--- config.mk ---
export PLATFORM = sky130hd
export DESIGN_NAME = demux_rr_scheduler
export DESIGN_NICKNAME = d
export VERILOG_FILES = /design/src/rtl/demux_pkg.sv /design/src/rtl/demux_rr_scheduler_rr_pick.sv /design/src/rtl/demux_rr_scheduler.sv
export SDC_FILE = /design/constraint.sdc
export NUM_CORES = 1
export LEC_CHECK = 0
export CORE_AREA = 2 2 71 73
export CTS_CLUSTER_DIAMETER = 120
export DETAILED_ROUTE_END_ITERATION = 8
export DIE_AREA = 0 0 73 75
export PLACE_DENSITY = 0.68
export SLEW_MARGIN = 30
export SYNTH_ARGS = -nofsm -noshare
export SYNTH_HDL_FRONTEND = slang
export SYNTH_SLANG_ARGS = --single-unit
--- constraint.sdc ---
create_clock -name clk -period 8.4 [get_ports clk]
set_input_delay 1.26 -clock clk [delete_from_list [all_inputs] [get_ports clk]]
set_output_delay 1.26 -clock clk [all_outputs]
set_load 0.02 [all_outputs]
--- src/rtl/demux_pkg.sv ---
// Shared types and constants for the round-robin demux scheduler.
package demux_pkg;

  localparam int NCH = 8;
  localparam int SW  = $clog2(NCH);

  typedef enum logic [1:0] {
    IDLE = 2'd0,
    ARB  = 2'd1,
    XFER = 2'd2
  } state_t;

endpackage

--- src/rtl/demux_rr_scheduler_rr_pick.sv ---
// Combinational round-robin picker: the first requester after 'last',
// wrapping around, with 'last' itself checked at lowest priority.
module rr_pick
  import demux_pkg::*;
(
  input  logic [NCH-1:0] req,
  input  logic [SW-1:0]  last,
  output logic [SW-1:0]  pick,
  output logic           found
);

  logic [SW:0] cand;

  // Scan from the farthest offset down to the nearest one, so the nearest
  // requester after 'last' is the assignment that sticks.
  always_comb begin
    pick  = '0;
    found = 1'b0;
    cand  = '0;
    for (int k = NCH; k >= 1; k--) begin
      cand = {1'b0, last} + (SW+1)'(k);
      if (cand >= (SW+1)'(NCH)) begin
        cand = cand - (SW+1)'(NCH);
      end
      if (req[cand[SW-1:0]]) begin
        pick  = cand[SW-1:0];
        found = 1'b1;
      end
    end
  end

endmodule

--- src/rtl/demux_rr_scheduler.sv ---
// Round-robin burst scheduler for the 1-to-NCH demux: grants a ready channel,
// passes BURST beats to it, and aborts a burst that stalls for too long.
module demux_rr_scheduler
  import demux_pkg::*;
#(
  parameter int DW        = 1,
  parameter int BURST     = 4,
  parameter int STALL_MAX = 15
) (
  input  logic              clk,
  input  logic              rst_n,
  input  logic              en,
  input  logic              in_valid,
  input  logic [DW-1:0]     in_data,
  output logic              in_ready,
  input  logic [NCH-1:0]    ch_ready,
  output logic [NCH-1:0]    ch_valid,
  output logic [NCH*DW-1:0] ch_data,
  output logic [SW-1:0]     sel,
  output logic              busy,
  output logic              abort
);

  localparam int BW = $clog2(BURST + 1);
  localparam int TW = $clog2(STALL_MAX + 1);

  state_t          state_reg;
  logic [SW-1:0]   sel_reg;
  logic [SW-1:0]   last_reg;
  logic [BW-1:0]   beat_cnt_reg;
  logic [TW-1:0]   stall_cnt_reg;
  logic            abort_reg;

  logic [SW-1:0]   pick;
  logic            found;
  logic            xfer;
  logic            beat;
  logic            stall;

  rr_pick u_rr_pick (
    .req   (ch_ready),
    .last  (last_reg),
    .pick  (pick),
    .found (found)
  );

  // Handshake qualifiers; only the granted channel's ready matters in XFER.
  assign xfer     = (state_reg == XFER);
  assign in_ready = xfer && ch_ready[sel_reg];
  assign beat     = in_valid && in_ready;
  assign stall    = xfer && in_valid && !ch_ready[sel_reg];

  assign sel   = sel_reg;
  assign busy  = (state_reg != IDLE);
  assign abort = abort_reg;

  // Demux routing: only the selected slice follows the input, all others are 0.
  for (genvar gi = 0; gi < NCH; gi++) begin : g_route
    assign ch_valid[gi]          = xfer && (sel_reg == SW'(gi)) && in_valid;
    assign ch_data[gi*DW +: DW]  = (xfer && (sel_reg == SW'(gi))) ? in_data : '0;
  end

  // Scheduler FSM with burst and stall counters; abort is a registered pulse.
  always_ff @(posedge clk or negedge rst_n) begin
    if (!rst_n) begin
      state_reg     <= IDLE;
      sel_reg       <= '0;
      last_reg      <= SW'(NCH - 1);
      beat_cnt_reg  <= '0;
      stall_cnt_reg <= '0;
      abort_reg     <= 1'b0;
    end else begin
      abort_reg <= 1'b0;
      case (state_reg)
        IDLE: begin
          if (en && in_valid) begin
            state_reg <= ARB;
          end
        end
        ARB: begin
          if (!en || !in_valid) begin
            state_reg <= IDLE;
          end else if (found) begin
            sel_reg       <= pick;
            last_reg      <= pick;
            beat_cnt_reg  <= '0;
            stall_cnt_reg <= '0;
            state_reg     <= XFER;
          end
        end
        XFER: begin
          if (beat) begin
            stall_cnt_reg <= '0;
            if (beat_cnt_reg == BW'(BURST - 1)) begin
              state_reg <= (en && in_valid) ? ARB : IDLE;
            end
            if (beat_cnt_reg != BW'(BURST)) begin
              beat_cnt_reg <= beat_cnt_reg + 1'b1;
            end
          end else if (stall) begin
            // 'last' already equals sel, so the stalled channel ends up
            // at the bottom of the next arbitration.
            if (stall_cnt_reg == TW'(STALL_MAX - 1)) begin
              abort_reg <= 1'b1;
              state_reg <= ARB;
            end else begin
              stall_cnt_reg <= stall_cnt_reg + 1'b1;
            end
          end
        end
        default: state_reg <= IDLE;
      endcase
    end
  end

endmodule

### Word level (Yosys, flattened, before mapping)

Index checks and enable logic that the tools add are counted.

* bits in registers: 16
* input port bits: 13
* output and inout bits: 22
* word-level logic and storage cells: 171

* add/subtract/negate cells: 18
* order comparisons: 17
* equal/unequal tests: 22
* mux-type cells: 74
* bitwise gates (word level): 1
* reductions and logical operators: 33

Operators by type and width (number)
* $mux 3: 20
* $lt 3x4->1 const B: 9
* $ge 4x4->1 const B: 8
* $mux 1: 30
* $bmux 1 s3: 9
* $sub 3x1->3 const B: 8
* $logic_and 1x1->1: 21
* $mux 4: 5
* $add 3x3->4 const B: 4
* $reduce_and 5->1: 3
* $mux 2: 7
* $eq 3x3->1 const B: 4
* $eq 3x2->1 const B: 3
* $ne 3x3->1 const B: 3
* $add 3x2->4 const B: 2
* $pmux 4 s2: 1
* $ne 2x2->1 const B: 3
* $ne 3x1->1 const B: 2
* $pmux 2 s3: 1
* $pmux 3 s2: 1
* $add 3x1->4 const B: 1
* $add 3x4->4 const B: 1
* $add 4x1->4 const B: 1
* $eq 4x4->1 const B: 1
* other kinds (13): 17

### Longest topological paths before layout

* word-level depth: 16
* gate-level depth with buffers: 12
* mapped depth without buffers: 8

### Hierarchy

Synthesis repeated with hierarchy kept, for this count alone.

* cells, all modules: 205
* area, all modules: 1780.5 um^2

Modules (own cells, without submodules)
* demux_rr_scheduler: instances 1, cells an instance 128, area an instance 1106.1 um^2, sequential area each 404.1 um^2
* rr_pick: instances 1, cells an instance 77, area an instance 674.4 um^2, sequential area each 0.0 um^2

### Least setup slack after synthesis

No wires, ideal clock.

* path type: input -> output
* from: input ch_ready[7]
* to: output in_ready
* data arrival time: 2.274 ns
* data required time: 7.140 ns
* setup slack: 4.866 ns
* stages on the path: 3
* path buffers: 0
* cells stage by stage: mux4_2 -> mux2i_1 -> nor2_1

* word-level cells in the longest chain between the ends: 3

Ends and longest elaborated chain
* from (decl): line demux_rr_scheduler.sv:16 `input logic [NCH-1:0] ch_ready,`
* $bmux 1 s3: line demux_rr_scheduler.sv:49 `assign in_ready = xfer && ch_ready[sel_reg];`
* $mux 1 (implied by the code): line demux_rr_scheduler.sv:49
* $logic_and 1x1->1: line demux_rr_scheduler.sv:49
* to (decl): line demux_rr_scheduler.sv:15 `output logic in_ready,`

No other way between the ends. The select of a mux whose other input is x is not followed.

### Final worst setup path

Same ends and word-level chain as after synthesis.

==> flow_metrics.py <==
metrics = {
    "critical_path": {
        "cp_common_cell": "clkdlybuf4s50_1",
        "endpoint_kind": "output pin",
        "cp_cell_sequence": "clkdlybuf4s50_1 -> mux4_2 -> mux2i_1 -> nor2_1 -> clkdlybuf4s50_1",
        "r2r_setup_slack_ns": 4.52,
        "path_class": "in -> out",
        "worstReg2RegStart": "last_reg[0]",
        "arrival_ns": 3.45,
        "cp_slowest_stage_delay_ns": 0.56,
        "start_kind": "primary input",
        "worstPathRequired_ns": 7.14,
        "ff2ff_path_depth": 8,
        "crit_fanout": 8,
        "cpMaxStageDelayCell": "clkdlybuf4s50_1",
        "r2r-end": "sel[0]",
    },
    "drt": {
        "num_vias": 1645,
        "drc_errors": 0,
        "routed_wl_mm": 4.269,
        "drtIter0Drc": 141,
        "routed_via_density": 5.875,
        "antenna_left": 0,
        "wl_per_cell_um": 15.25,
        "firstDrtPassIters": 4,
    },
    "pwr": {
        "clkPwrFrac_pct": 7.6,
        "power-per-cell-area_mw_per_mm2": 366.2,
        "p_switching_uw": 394.0,
        "power_frac_seq_pct": 23.3,
        "leakagePower_uw": 0.0008418,
        "internal_power_uw": 407.8,
        "ir_drop_v": 0.0001953,
        "combPwrFrac_pct": 69.1,
        "switching_share_pct": 49.14,
    },
    "die": {
        "io_pins": 35,
        "rows": 25,
        "die-area_mm2": 0.005475,
        "design.core.area_mm2": 0.004661,
        "floorplan.initialDensity_pct": 38.85,
        "fp.dieH_um": 75,
        "fp.dieW_um": 73,
    },
    "timing": {
        "setup_viol": 0,
        "hold_viol_final": 0,
        "max_freq_mhz": 212.3,
        "skew_ns": 0.0007672,
        "rsz0062_at_grt": "no",
        "finalMaxSlewViolations": 0,
        "relSlewSlack_pct": 44.99,
        "fin_setup_tns_ns": 0,
        "hold_ws_ns": 0.5133,
        "worst_pin_slew_ns": 0.8252,
        "fin_crit_sh_pct": 56.07,
        "min_period_ns": 4.710,
    },
    "run": {
        "maxCapViolCount": 0,
    },
    "grt": {
        "antenna_found_initial": 0,
        "grt_max_degree": 22,
        "grt_pass1_wl_mm": 7.507,
        "grt.total_usage_pct": 17.17,
        "grt_pass1_vias": 1608,
        "gr-total-overflow": 0,
    },
    "final_layout": {
        "seq_area_um2": 404.1,
        "num-fill-cells": 467,
        "drive_above_1_share_pct": 14.60,
        "final_common_cell": "clkdlybuf4s50_1",
        "final_cell_mix": "34 x clkdlybuf4s50_1, 18 x nor2_1, 17 x nand2_1",
        "n_antenna_cell": 0,
        "multi_input_area_mm2": 0.001291,
        "largest_reg_flops": 4,
        "finish.utilization_pct": 46.98,
        "area_growth_pct": 20.94,
        "layout.nets": 247,
    },
    "clock_network": {
        "ctsResizeCount": 0,
        "clockRootBuffer": "clkbuf_8",
        "cts_htree_levels": 1,
        "cts_made_buffers": 3,
        "clk_latency_ns": 0.25,
        "cts_hold_buf": 0,
        "cts_sinks": 16,
        "clk_pin_slew_ns": 0.06,
        "clockBufferDepth": 2,
        "post_cts.repair.setup_buffers": 0,
        "cts_tree": "yes",
    },
    "synth": {
        "synth_cell_types": 49,
        "ys_warn_count": 0,
        "synth.largest_area_cell": "dfrtp_1",
        "synth_cells": 198,
        "syn-num-nets": 218,
        "synth-seq-cells": 16,
        "async_reset_ff_share_pct": 100.0,
        "synth_edf_count": 0,
        "synth_area_mm2": 0.001810,
        "ys.flop_type": "dfrtp_1",
        "synth-seq-area-share_pct": 22.32,
        "avgSynthCellArea_um2": 9.144,
        "synthTopCellsByArea": "dfrtp_1 18%, mux4_2 14%, mux2_2 6.2%",
        "synth_top_area_share_pct": 17.97,
    },
    "worst_hold_path": {
        "worstHoldStart": "beat_cnt_reg[0]",
        "hp-class": "reg -> reg",
        "hold_depth": 1,
        "whs_endpoint": "beat_cnt_reg[0]",
    },
    "placement": {
        "port_buffers": 34,
        "place.detailed.hpwl_mm": 3.266,
        "place.gp.congestion": 0.9098,
    },
    "run_status": {
        "status": "finished clean",
    },
}
## Yosys cell counts, drive strengths merged (3+ instances only)
library cell,n
mux4,11
nand3,7
nand2b,9
xnor2,3
dfstp,3
ha,7
a221o,4
or3,3
mux2,10
o21ai,15
dfrtp,13
nand2,17
mux2i,9
buf,6
clkbuf,4
nor2,18
a21oi,6
nor3,8
inv,11
## per-layer routing
metal	wire length (um)	up-vias	global-route usage (%)	share of wire (%)
met3	149	8	2.811	3.5
met4	64	0	4.321	1.5
li1	-	807	-	-
met2	2011	44	28.43	47
met1	2044	786	23.46	48
met5	0	-	0	0
## cell families (layout without fill, tap and decap cells)
group	count (synthesis)	count (layout)	synth area share, %
flops	16	16	22.32
mux	30	30	24.88
xor+xnor	4	4	1.935
simple gates	73	73	20.18
fa+ha+maj	7	7	4.837
compound gates	47	47	19.49
buf+inv	21	49	6.357
## cell type report
| class | count | share of cell area [%] |
|---|---|---|
| Multi-Input combinational cell | 161 | 58.97 |
| Sequential cell | 16 | 18.46 |
| Timing Repair Buffer | 34 | 15.54 |
| Tap cell | 54 | 3.086 |
| Clock buffer | 4 | 2.057 |
| Inverter | 11 | 1.886 |
## worst max-delay path: cells and delay by family
family                 cells  cell delay (ns)
buffers and inverters      2             1.05
muxes                      2             1.05
and+or+nand+nor            1             0.09
## how the worst max path moves through the flow
stage                     endpoint  slack (ns)   startpoint  depth (start not counted)
after floorplan           in_ready        4.87  ch_ready[7]                          3
after global placement    in_ready        3.69  ch_ready[7]                          5
after detailed placement  in_ready        3.68  ch_ready[7]                          5
after CTS                 in_ready        3.69  ch_ready[7]                          5
after global routing      in_ready        3.53  ch_ready[4]                          5
final                     in_ready        3.69  ch_ready[7]                          5
## stage by stage
stage / power [uW] / std cells / setup WS (ns) / area [um2]
after floorplan: 628.3 / 198 / 4.866 / 1810
after global placement: 734.1 / 276 / 3.694 / 2145
after detailed placement: 740.3 / 276 / 3.680 / 2145
after CTS: 803.4 / 280 / 3.686 / 2190
after global routing: 878.2 / 280 / 3.529 / 2190
final: 801.9 / 280 / 3.690 / 2190
## power by group through the flow
stage | clock, uW | sequential [uW] | combinational, uW
CTS | 62.5 | 187 | 554
global placement | 0 | 188 | 546
detailed placement | 0 | 188 | 552
global route | 65.2 | 197 | 616
finish | 60.5 | 187 | 554
floorplan | 0 | 139 | 489
Note: power is estimated with default switching activity, not from simulation.
